`config.mk`:
```
export PLATFORM = sky130hd
export DESIGN_NAME = muldiv_seq_flat
export DESIGN_NICKNAME = d
export VERILOG_FILES = /design/src/rtl/muldiv_seq_if.sv /design/src/rtl/muldiv_seq.sv /design/src/flat_wrapper.sv
export SDC_FILE = /design/constraint.sdc
export NUM_CORES = 1
export LEC_CHECK = 0
export ABC_CLOCK_PERIOD_IN_PS = 2650
export BUFFER_PORTS_ARGS = -buffer_cell sky130_fd_sc_hd__buf_2
export CORE_MARGIN = 2
export CORE_UTILIZATION = 49
export DETAILED_ROUTE_END_ITERATION = 8
export HOLD_SLACK_MARGIN = 0.05
export PLACE_DENSITY_LB_ADDON = 0.08
export RECOVER_POWER = 25
export SYNTH_ARGS = -nofsm -noshare
export SYNTH_HDL_FRONTEND = slang
export SYNTH_SLANG_ARGS = --single-unit
```
`constraint.sdc`:
```
create_clock -name clock -period 2.65 [get_ports clock]
set_input_delay 0.265 -clock clock [delete_from_list [all_inputs] [get_ports clock]]
set_output_delay 0.265 -clock clock [all_outputs]
set_load 0.05 [all_outputs]
```
`src/rtl/muldiv_seq_if.sv`:
```
// Handshake bundle between the control unit and the mult/div sequencer.
// MULDIV_ABORT_EN adds the abort request line.
interface muldiv_seq_if;
    logic        start_mult;
    logic        start_div;
    logic [31:0] op_b;
    logic        mult_go;
    logic        div_go;
    logic        sel_div;
    logic        hi_write;
    logic        lo_write;
    logic        busy;
    logic        done;
    logic        div_zero;
`ifdef MULDIV_ABORT_EN
    logic        abort;
`endif

    modport master (
`ifdef MULDIV_ABORT_EN
        output abort,
`endif
        output start_mult, start_div, op_b,
        input  mult_go, div_go, sel_div, hi_write, lo_write, busy, done, div_zero
    );

    modport slave (
`ifdef MULDIV_ABORT_EN
        input  abort,
`endif
        input  start_mult, start_div, op_b,
        output mult_go, div_go, sel_div, hi_write, lo_write, busy, done, div_zero
    );
endinterface

```
`src/rtl/muldiv_seq.sv`:
```
// Sequences the shared multiplier/divider and strobes HI/LO once the fixed unit latency has elapsed.
// Latency: done N+1 cycles after an accepted start; divide-by-zero done after 1; starts while busy are dropped.
// MULDIV_ABORT_EN: adds an abort input that cancels a running MULT/DIV without writing HI/LO.
module muldiv_seq #(
    parameter int MULT_CYCLES = 32,
    parameter int DIV_CYCLES  = 32,
    parameter int CNT_W       = 6
) (
    input  logic               clock,
    input  logic               reset,
    muldiv_seq_if.slave        bus
);

    typedef enum logic [2:0] {IDLE, MULT, DIV, WRITE, DZERO} state_t;

    state_t           state;
    logic [CNT_W-1:0] cnt;
    logic             mult_go_q;
    logic             div_go_q;
    logic             sel_div_q;
    logic             hi_write_q;
    logic             lo_write_q;
    logic             busy_q;
    logic             done_q;
    logic             div_zero_q;
    logic             abort_req;

`ifdef MULDIV_ABORT_EN
    assign abort_req = bus.abort;
`else
    assign abort_req = 1'b0;
`endif

    always_ff @(posedge clock or negedge reset) begin
        if (!reset) begin
            state      <= IDLE;
            cnt        <= '0;
            mult_go_q  <= 1'b0;
            div_go_q   <= 1'b0;
            sel_div_q  <= 1'b0;
            hi_write_q <= 1'b0;
            lo_write_q <= 1'b0;
            busy_q     <= 1'b0;
            done_q     <= 1'b0;
            div_zero_q <= 1'b0;
        end else begin
            // Pulse outputs default low; each state raises only what it owns.
            mult_go_q  <= 1'b0;
            div_go_q   <= 1'b0;
            hi_write_q <= 1'b0;
            lo_write_q <= 1'b0;
            done_q     <= 1'b0;
            div_zero_q <= 1'b0;
            case (state)
                IDLE: begin
                    sel_div_q <= 1'b0;
                    busy_q    <= 1'b0;
                    if (bus.start_mult) begin
                        state     <= MULT;
                        cnt       <= CNT_W'(MULT_CYCLES - 1);
                        mult_go_q <= 1'b1;
                        busy_q    <= 1'b1;
                    end else if (bus.start_div) begin
                        if (bus.op_b != 32'd0) begin
                            state     <= DIV;
                            cnt       <= CNT_W'(DIV_CYCLES - 1);
                            div_go_q  <= 1'b1;
                            sel_div_q <= 1'b1;
                            busy_q    <= 1'b1;
                        end else begin
                            state      <= DZERO;
                            done_q     <= 1'b1;
                            div_zero_q <= 1'b1;
                        end
                    end
                end
                MULT, DIV: begin
                    if (abort_req) begin
                        state     <= IDLE;
                        cnt       <= '0;
                        busy_q    <= 1'b0;
                        sel_div_q <= 1'b0;
                    end else if (cnt == '0) begin
                        state      <= WRITE;
                        hi_write_q <= 1'b1;
                        lo_write_q <= 1'b1;
                        done_q     <= 1'b1;
                        busy_q     <= 1'b0;
                    end else begin
                        cnt <= cnt - CNT_W'(1);
                    end
                end
                WRITE, DZERO: begin
                    state     <= IDLE;
                    busy_q    <= 1'b0;
                    sel_div_q <= 1'b0;
                end
                default: begin
                    state     <= IDLE;
                    cnt       <= '0;
                    busy_q    <= 1'b0;
                    sel_div_q <= 1'b0;
                end
            endcase
        end
    end

    assign bus.mult_go  = mult_go_q;
    assign bus.div_go   = div_go_q;
    assign bus.sel_div  = sel_div_q;
    assign bus.hi_write = hi_write_q;
    assign bus.lo_write = lo_write_q;
    assign bus.busy     = busy_q;
    assign bus.done     = done_q;
    assign bus.div_zero = div_zero_q;

endmodule

```
`src/flat_wrapper.sv`:
```
// flat-port wrapper written by rule: the top's interface ports become plain ports
module muldiv_seq_flat 
#(
    parameter int MULT_CYCLES = 32,
    parameter int DIV_CYCLES  = 32,
    parameter int CNT_W       = 6
)
  (clock, reset, bus_start_mult, bus_start_div, bus_op_b, bus_mult_go, bus_div_go, bus_sel_div, bus_hi_write, bus_lo_write, bus_busy, bus_done, bus_div_zero);
  muldiv_seq_if bus_i ();
  input  logic clock;
  input  logic reset;
  input wire logic [$bits(bus_i.start_mult)-1:0] bus_start_mult;
  input wire logic [$bits(bus_i.start_div)-1:0] bus_start_div;
  input wire logic [$bits(bus_i.op_b)-1:0] bus_op_b;
  output wire logic [$bits(bus_i.mult_go)-1:0] bus_mult_go;
  output wire logic [$bits(bus_i.div_go)-1:0] bus_div_go;
  output wire logic [$bits(bus_i.sel_div)-1:0] bus_sel_div;
  output wire logic [$bits(bus_i.hi_write)-1:0] bus_hi_write;
  output wire logic [$bits(bus_i.lo_write)-1:0] bus_lo_write;
  output wire logic [$bits(bus_i.busy)-1:0] bus_busy;
  output wire logic [$bits(bus_i.done)-1:0] bus_done;
  output wire logic [$bits(bus_i.div_zero)-1:0] bus_div_zero;
  assign bus_i.start_mult = bus_start_mult;
  assign bus_i.start_div = bus_start_div;
  assign bus_i.op_b = bus_op_b;
  assign bus_mult_go = bus_i.mult_go;
  assign bus_div_go = bus_i.div_go;
  assign bus_sel_div = bus_i.sel_div;
  assign bus_hi_write = bus_i.hi_write;
  assign bus_lo_write = bus_i.lo_write;
  assign bus_busy = bus_i.busy;
  assign bus_done = bus_i.done;
  assign bus_div_zero = bus_i.div_zero;
  muldiv_seq #(.MULT_CYCLES(MULT_CYCLES), .DIV_CYCLES(DIV_CYCLES), .CNT_W(CNT_W)) u_core (.clock(clock), .reset(reset), .bus(bus_i));
endmodule
```
==> qor.txt <==
Max Fclk = 527 MHz
area delta synth->final = 26.0%
register area share after synthesis = 0.415
Die ar. = 0.00234 sq mm
critical path fanouts, max = 11
Total Power = 1.20 mW
first-pass iteration count of the detailed router = 4
synthesized flop and latch total = 16
clk root buf = clkbuf_4
Residual DRC = 0
Cell Pwr Density = 987 mW/mm^2
RSZ-0062 raised after global routing = false
Synth warnings = 0
gpl congestion = 0.835
Rows = 16
synthesized area = 966 sq um
R2R Setup Slk = 0.75 ns
Die Y = 48.4 microns
Worst-Skew Late Latency = 0.29 ns
r2r endpoint = u_core.cnt[0]$_DFFE_PN0P_
Worst-Margin Slew = 0.813 ns
TritonCTS clock tree = yes
skew final = 0.00343 ns
via count = 964
Worst-path clk slew = 0.10 ns
initial antenna violation count = 0
Final setup viols = 0
share of cells above drive strength 1 = 0.370
outcome = complete, no violations
largest net degree at the start of global routing = 17
Core Footprint = 0.00190 sq mm
post-layout min period = 1.90 ns
post-synthesis cell count = 103
Hold Slack = 0.290 ns
final hold violation count = 0
vias in the first global route = 922
Die W = 48.4 microns
Setup Total Neg Slack = 0 ns
R2R depth = 5
Post-CTS Resized = 0
Critical-path top delay cell = dfrtp_1
worst vdd ir = 0.599 mV
IO Pins = 44
kind of critical path = register to register
P_leak = 0.598 nW
MaxCap Viol Count = 0
CP arrival = 2.08 ns
relative slew slack = 0.458
commonest non-fill, non-tap cells in the layout = buf_2 (42), dfrtp_1 (16), nor4_1 (9), nand2_1 (7)
fin nets = 185
Avg Synthesized Cell Area = 9.38 sq um
worst path cell trace = nor2_1 > nand2_1 > nor4_4 > nor3_1 > a211o_1
CTS buffer count = 3
Critical path origin = u_core.state[1]$_DFFE_PN0P_
syn nets = 141
clk buf depth = 2
first-pass GRT wire length = 3970 microns
IO buf count = 43
Reg-to-Reg Start = u_core.state[1]$_DFFE_PN0P_
Worst setup SP type = register
ant diodes = 0
post-detailed-route count of antenna-violating nets = 0
WP data required = 2.84 ns
Synth cell types = 37
H-tree levels = 1
Pins Over Slew Limit = 0
total clock sinks = 16
worst min path class = input port to register
Starting DRT DRC Count = 32
# Post-CTS Setup Buffers = 0
final wirelength = 2230 microns
DP Wirelength = 1730 microns
grt total ovfl = 0
Total Routing Usage GR = 0.213
Worst Setup End Kind = register
Post-Route Utilization = 0.640
worst setup path end = u_core.cnt[0]$_DFFE_PN0P_
peak per-stage delay on the critical path = 0.51 ns
Initial Util = 0.508
most common cell after layout, fill and taps aside = buf_2
crit share post-route = 0.716
Via-to-Cell Ratio = 5.57
post-DR wirelength/cell = 12.9 microns
[critical path, delay by kind of cell, from the launching register on]
kind	cells	cell delay, ns
AO/OA/AOI/OAI	1	0.28
flip-flops	1	0.51
AND/OR/NAND/NOR	4	1.00
[cells in the mapped netlist]
cell | count | share of area
o2111ai_1 | 1 | 0.0091
buf_2 | 1 | 0.0052
xnor2_1 | 1 | 0.0091
o21ai_0 | 3 | 0.016
nor4_4 | 1 | 0.022
a211o_1 | 1 | 0.0091
nand3b_1 | 1 | 0.0078
o211ai_2 | 1 | 0.013
nor2b_1 | 1 | 0.0065
a32o_1 | 1 | 0.010
a211oi_1 | 1 | 0.0078
inv_1 | 6 | 0.023
ha_1 | 2 | 0.026
a21o_1 | 1 | 0.0078
dfrtp_1 | 16 | 0.41
nor3_1 | 6 | 0.031
and2_1 | 3 | 0.019
inv_2 | 1 | 0.0039
nand2_1 | 7 | 0.027
nand4_1 | 2 | 0.013
nor4b_2 | 1 | 0.016
buf_6 | 2 | 0.023
nor4_1 | 9 | 0.058
o21ai_1 | 2 | 0.010
o21bai_1 | 2 | 0.016
o31ai_1 | 2 | 0.016
nor3_2 | 1 | 0.010
buf_4 | 2 | 0.016
nor2_1 | 5 | 0.019
or2_2 | 3 | 0.019
maj3_1 | 1 | 0.010
o22ai_1 | 1 | 0.0065
a311oi_1 | 4 | 0.036
or2_1 | 2 | 0.013
nand3_1 | 2 | 0.010
and3_1 | 2 | 0.013
a21oi_1 | 5 | 0.026
[registers in the layout, summed over array words and instances, names as in the netlist]
name / flops
u_core.cnt: 6
u_core.bus.mult_go: 1
u_core.bus.lo_write: 1
u_core.state: 3
u_core.bus.sel_div: 1
u_core.bus.div_go: 1
u_core.bus.busy: 1
u_core.bus.done: 1
u_core.bus.div_zero: 1
[timing repair]
| item | 4_1_cts | 5_1_grt |
|---|---|---|
| endpoints found under the setup margin | 0 | 0 |
| hold buffers | 1 | 0 |
| hold endpoints to repair | 16 | 0 |
[cells by family (layout without fill, tap and decap cells)]
| logic type | after synthesis | count (layout) | share of synthesized area |
|---|---|---|---|
| AND/OR/NAND/NOR | 46 | 46 | 0.286 |
| AO/OA/AOI/OAI | 25 | 25 | 0.183 |
| flip-flops | 16 | 16 | 0.415 |
| buffers and inverters | 12 | 55 | 0.0712 |
| adder cells (fa/ha/maj) | 3 | 3 | 0.0363 |
| XOR/XNOR | 1 | 1 | 0.00907 |
[layer usage]
layer,vias up,routed length (microns),global-route usage
li1,469,-,-
met4,0,47,0.0810
met5,-,0,0
met3,9,140,0.0309
met1,441,939,0.295
met2,45,1110,0.340
[how the worst min path moves through the flow]
| stage | start | end | slack [ns] | cells past startpoint |
|---|---|---|---|---|
| 6_report | bus_start_div | u_core.bus.div_zero$_DFF_PN0_ | 0.29 | 3 |
| 4_1_cts | bus_start_div | u_core.bus.div_zero$_DFF_PN0_ | 0.29 | 3 |
| 2_1_floorplan | reset | u_core.bus.busy$_DFFE_PN0N_ | -0.03 | 0 |
| 3_5_place_dp | reset | u_core.bus.div_zero$_DFF_PN0_ | 0.19 | 1 |
| 3_3_place_gp | reset | u_core.bus.done$_DFF_PN0_ | 0.19 | 1 |
| 5_1_grt | bus_start_mult | u_core.bus.div_zero$_DFF_PN0_ | 0.30 | 2 |
[cell type report]
cell class | count | area [sq um]
clock buffers | 4 | 36.3
flip-flops and latches | 16 | 400
repair buffers | 44 | 224
inverters | 7 | 26.3
multi-input cells | 75 | 497
fillers | 159 | 684
well taps | 27 | 33.8
[metrics by stage]
step | area [sq um] | instances | worst slack (ns)
final | 1220 | 173 | 0.751
after global routing | 1220 | 173 | 0.654
after CTS | 1220 | 173 | 0.791
after detailed placement | 1170 | 168 | 0.807
after global placement | 1170 | 168 | 0.827
after floorplan | 966 | 103 | 1.06
[power breakdown]
| group | switching [mW] | internal, mW | total (mW) |
|---|---|---|---|
| Clock | 0.0808 | 0.0837 | 0.165 |
| Combinational | 0.363 | 0.242 | 0.605 |
| Sequential | 0.105 | 0.327 | 0.432 |
(Power assumes the default switching activity.)
